===== config.mk =====
export PLATFORM = sky130hd
export DESIGN_NAME = pwm_capture
export DESIGN_NICKNAME = d
export VERILOG_FILES = /design/src/rtl/pwm_pkg.sv /design/src/rtl/sync_edge.sv /design/src/rtl/pwm_capture.sv
export SDC_FILE = /design/constraint.sdc
export NUM_CORES = 1
export LEC_CHECK = 0
export ABC_AREA = 1
export CORE_ASPECT_RATIO = 1.25
export CORE_MARGIN = 4
export CORE_UTILIZATION = 49
export CTS_CLUSTER_DIAMETER = 100
export CTS_CLUSTER_SIZE = 20
export DETAILED_ROUTE_END_ITERATION = 10
export PLACE_DENSITY = 0.72
export SLEW_MARGIN = 10
export SYNTH_ARGS = -nofsm -noshare
export SYNTH_HDL_FRONTEND = slang
export SYNTH_SLANG_ARGS = --single-unit

===== constraint.sdc =====
create_clock -name clk -period 1.4 [get_ports clk]
set_input_delay 0.28 -clock clk [delete_from_list [all_inputs] [get_ports clk]]
set_output_delay 0.28 -clock clk [all_outputs]
set_load 0.05 [all_outputs]

===== src/rtl/pwm_pkg.sv =====
// Shared PWM definitions: capture FSM states and the default counter width,
// also intended for use by the PWM generator.
package pwm_pkg;

    localparam int PWM_CNT_W = 16;

    typedef enum logic [1:0] {
        ST_IDLE = 2'd0,
        ST_HIGH = 2'd1,
        ST_LOW  = 2'd2
    } pwm_state_e;

endpackage


===== src/rtl/sync_edge.sv =====
// Two-flop synchronizer with registered rise/fall strobes.
// A transition on d shows up as a one-cycle rise/fall pulse three cycles later.
module sync_edge (
    input  logic clk,
    input  logic rst_n,
    input  logic d,
    output logic q,
    output logic rise,
    output logic fall
);

    logic r_meta;
    logic r_sync;
    logic r_prev;
    logic r_rise;
    logic r_fall;

    always_ff @(posedge clk or negedge rst_n) begin
        if (!rst_n) begin
            r_meta <= 1'b0;
            r_sync <= 1'b0;
            r_prev <= 1'b0;
            r_rise <= 1'b0;
            r_fall <= 1'b0;
        end else begin
            r_meta <= d;
            r_sync <= r_meta;
            r_prev <= r_sync;
            r_rise <= r_sync & ~r_prev;
            r_fall <= ~r_sync & r_prev;
        end
    end

    // q follows r_prev so the level changes in the same cycle as its strobe
    assign q    = r_prev;
    assign rise = r_rise;
    assign fall = r_fall;

endmodule


===== src/rtl/pwm_capture.sv =====
// PWM period / high-time capture with sticky timeout for stuck or lost input.
//   state   | meaning
//   IDLE    | waiting for the first rise after reset or timeout
//   HIGH    | input high, counting since the last rise
//   LOW     | input low, next rise closes the measurement
module pwm_capture
    import pwm_pkg::*;
#(
    parameter int          CNT_W   = PWM_CNT_W,
    parameter int unsigned TIMEOUT = (2**CNT_W) - 1
) (
    input  logic             clk,
    input  logic             rst_n,
    input  logic             pwm_in,
    output logic [CNT_W-1:0] period,
    output logic [CNT_W-1:0] high_time,
    output logic             meas_valid,
    output logic             timeout,
    output logic             level
);

    localparam logic [CNT_W-1:0] TMO = CNT_W'(TIMEOUT);

    pwm_state_e       r_state;
    pwm_state_e       w_next;
    logic [CNT_W-1:0] r_cnt;
    logic [CNT_W-1:0] r_hi_cnt;
    logic [CNT_W-1:0] r_period;
    logic [CNT_W-1:0] r_high_time;
    logic             r_meas_valid;
    logic             r_timeout;

    logic w_level;
    logic w_rise;
    logic w_fall;
    logic w_at_tmo;
    logic w_cnt_load;
    logic w_hi_cap;
    logic w_meas;
    logic w_tmo;

    sync_edge u_sync_edge (
        .clk   (clk),
        .rst_n (rst_n),
        .d     (pwm_in),
        .q     (w_level),
        .rise  (w_rise),
        .fall  (w_fall)
    );

    assign w_at_tmo = (r_cnt == TMO);

    always_ff @(posedge clk or negedge rst_n) begin
        if (!rst_n) begin
            r_state <= ST_IDLE;
        end else begin
            r_state <= w_next;
        end
    end

    // An edge always wins over a timeout seen in the same cycle
    always_comb begin
        w_next = r_state;
        case (r_state)
            ST_IDLE: if (w_rise) w_next = ST_HIGH;
            ST_HIGH: begin
                if (w_fall)        w_next = ST_LOW;
                else if (w_at_tmo) w_next = ST_IDLE;
            end
            ST_LOW: begin
                if (w_rise)        w_next = ST_HIGH;
                else if (w_at_tmo) w_next = ST_IDLE;
            end
            default: w_next = ST_IDLE;
        endcase
    end

    always_comb begin
        w_cnt_load = 1'b0;
        w_hi_cap   = 1'b0;
        w_meas     = 1'b0;
        w_tmo      = 1'b0;
        case (r_state)
            ST_IDLE: w_cnt_load = w_rise;
            ST_HIGH: begin
                w_hi_cap = w_fall;
                w_tmo    = ~w_fall & w_at_tmo;
            end
            ST_LOW: begin
                w_cnt_load = w_rise;
                w_meas     = w_rise;
                w_tmo      = ~w_rise & w_at_tmo;
            end
            default: ;
        endcase
    end

    always_ff @(posedge clk or negedge rst_n) begin
        if (!rst_n) begin
            r_cnt        <= '0;
            r_hi_cnt     <= '0;
            r_period     <= '0;
            r_high_time  <= '0;
            r_meas_valid <= 1'b0;
            r_timeout    <= 1'b0;
        end else begin
            if (w_cnt_load)    r_cnt <= CNT_W'(1);
            else if (!w_at_tmo) r_cnt <= r_cnt + CNT_W'(1);

            if (w_hi_cap) r_hi_cnt <= r_cnt;

            r_meas_valid <= w_meas;
            if (w_meas) begin
                r_period    <= r_cnt;
                r_high_time <= r_hi_cnt;
                r_timeout   <= 1'b0;
            end else if (w_tmo) begin
                r_timeout   <= 1'b1;
            end
        end
    end

    assign period     = r_period;
    assign high_time  = r_high_time;
    assign meas_valid = r_meas_valid;
    assign timeout    = r_timeout;
    assign level      = w_level;

endmodule


==> flow_summary.yaml <==
placement:
  place_hpwl_um: 5050
  dpl_cell_area_um2: 4070
  io_buffers: 37
  dp_slack_ns: -0.0634
  place.gp.congestion: 0.914
layout:
  fin_area_um2: 4560
  final_common_cell: "nand2_1"
  diodes: 0
  nets: 417
  area_growth_pct: 49.0
  drive_gt1_frac: 0.308
  layout_common_cells: "108 x nand2_1, 73 x dfrtp_1, 38 x buf_12"
  fillers: 371
power:
  power_density_nw_per_um2: 1480
  p_leak_nw: 2.18
  finalPower_w: 0.00675
  ir_worst_vdd_v: 0.00128
die:
  die_y_um: 96.3
  die_x_um: 78.7
  core_um2: 5930
  initial_core_util: 0.515
  die-area_um2: 7580
  fp-row-count: 31
  io_pins: 38
clock_network:
  cts_tree: "done"
  cts.clk_slew.worst_paths_ns: 0.07
  cts_made_buffers: 9
  clk_latency_ns: 0.35
  cts_buffer_depth: 2
  clock-root-buffer: "clkbuf_8"
  htreeDepth: 3
  cts_sinks: 73
drt:
  ant_nets: 0
  drc: 0
  wl_per_cell_um: 16.1
  drt_iter0_drc: 193
  dr.pass1.iters: 5
  dr_total_vias: 2620
  via_per_inst: 5.29
  totalWireLength_um: 7950
timing:
  post-route-worst-setup-slack_ns: -0.151
  max_freq_ghz: 0.645
  clock_skew_ns: 0.00904
  setup_viol: 12
  rsz0062_at_grt: "yes"
  finalHoldViolCount: 0
  maxSlewHeadroom: 0.692
  post-route-period-util: 1.11
  worstMarginPinSlew_ns: 0.462
  slew_viol_final: 0
  period_needed_ns: 1.55
global_route:
  antenna_found_initial: 0
  track_usage: 0.211
  grt_pass1_vias: 2623
  grt_start_max_net_pins: 37
  grt_pass1_wl_um: 12200
  grt.overflow.total: 0
worst_setup_path:
  setup.worst_path.end_class: "flop"
  r2r_setup_slack_ns: -0.15
  crit_path_max_fanout: 5
  worstPathArrival_ns: 1.80
  cp.required_ns: 1.65
  cp-start-kind: "flop"
  crit_type: "flop to flop"
yosys:
  syn-instance-count: 332
  synthesis.nets: 340
  yosys_register_bits: 73
  yosysWarnings: 0
  ys_types: 29
  avgSynthCellArea_um2: 9.21
  netlist_area_um2: 3060
  ys_seq_area_frac: 0.597
min_path:
  hp-class: "flop to flop"
status:
  status: "finished with violations"
  violations: "negative setup slack"
flow_run:
  max-cap-violations: 0
-- power breakdown --
group | switching [W] | total, W | internal [W]
registers | 0.000237 | 0.00264 | 0.00240
logic | 0.00124 | 0.00224 | 0.000994
clock network | 0.000778 | 0.00187 | 0.00109
total | 0.00226 | 0.00675 | 0.00449
-- cell type report --
cell class | count | area, um2 | share of cell area
Clock buffer | 11 | 151 | 0.0332
Clock inverter | 4 | 76.3 | 0.0168
Inverter | 28 | 108 | 0.0236
Multi-Input combinational cell | 223 | 1210 | 0.266
Sequential cell | 73 | 1830 | 0.401
Tap cell | 82 | 103 | 0.0225
Timing Repair Buffer | 74 | 1080 | 0.237
-- worst max-delay path: stages (launching register included) --
cell	delay, ns
dfrtp_1	0.38
ha_2	0.18
inv_2	0.05
nor2_4	0.17
nand2_4	0.12
nor2_8	0.17
buf_4	0.13
nor3_2	0.03
a211oi_2	0.22
-- Yosys cell counts (all sizes together) --
| cell type | n | share of area |
|---|---|---|
| dfrtp | 73 | 0.60 |
| nand2 | 119 | 0.16 |
| a21oi | 2 | 0.0033 |
| clkinv | 1 | 0.0012 |
| a31oi | 3 | 0.0061 |
| nand4 | 1 | 0.0020 |
| xor2 | 1 | 0.0029 |
| nor4 | 1 | 0.0020 |
| nor3 | 9 | 0.018 |
| clkbuf | 6 | 0.0074 |
| a211oi | 3 | 0.0074 |
| ha | 5 | 0.020 |
| a2bb2oi | 1 | 0.0029 |
| o31ai | 2 | 0.0049 |
| buf | 3 | 0.0049 |
| nor2 | 25 | 0.043 |
| inv | 27 | 0.033 |
| nand3 | 6 | 0.011 |
| o21ai | 44 | 0.076 |
-- per-layer routing --
metal  wire (um)  vias to the layer above  track usage
met5           0                        -            0
met4         110                        0        0.106
met3         354                       12       0.0337
met2        4360                       66        0.372
met1        3120                     1320        0.251
li1            -                     1222            -
-- metrics by stage --
stage	utilization	TNS [ns]	cells	hold slack, ns
after floorplan	-	0	332	-0.0156
after global placement	0.686	-0.0152	467	0.248
after detailed placement	0.686	-0.143	467	0.251
after CTS	0.730	-0.0113	486	0.354
after global routing	0.768	-1.50	495	0.365
final	0.768	-0.648	495	0.355
-- path summary, 6_finish.rpt --
path | from | to | cells after the start
max in group asynchronous | rst_n | r_cnt[4] | 3
hold reg to reg | u_sync_edge.r_meta | u_sync_edge.r_sync | 0
hold / removal | u_sync_edge.r_meta | u_sync_edge.r_sync | 0
min in group asynchronous | rst_n | high_time[13] | 2
setup reg to reg | r_cnt[0] | r_cnt[3] | 8
setup / recovery | r_cnt[0] | r_cnt[3] | 8
-- cell families (layout without fill, tap and decap cells) --
family | count (synthesis) | in the layout | share of synthesized area
compound gates | 55 | 55 | 0.100
buf+inv | 37 | 117 | 0.0466
xor+xnor | 1 | 1 | 0.00286
simple gates | 161 | 162 | 0.232
flops | 73 | 73 | 0.597
fa+ha+maj | 5 | 5 | 0.0205
-- flip-flops by register name, summed over array words and instances, names as in the netlist --
name,flops
high_time,16
period,16
r_cnt,16
r_hi_cnt,16
r_state,2
meas_valid,1
timeout,1
u_sync_edge.fall,1
u_sync_edge.q,1
u_sync_edge.r_meta,1
u_sync_edge.r_sync,1
u_sync_edge.rise,1
-- repair_timing --
| item | in CTS | in global routing |
|---|---|---|
| pin swaps | 3 | 6 |
| resized for setup | 1 | 39 |
| buffers inserted | 3 | 7 |
| hold buffers | 1 | 0 |
| endpoints found under the hold margin | 15 | 0 |
| endpoints found under the setup margin | 12 | 47 |
| gates cloned | 0 | 2 |
Note: power is estimated with default switching activity, not from simulation.
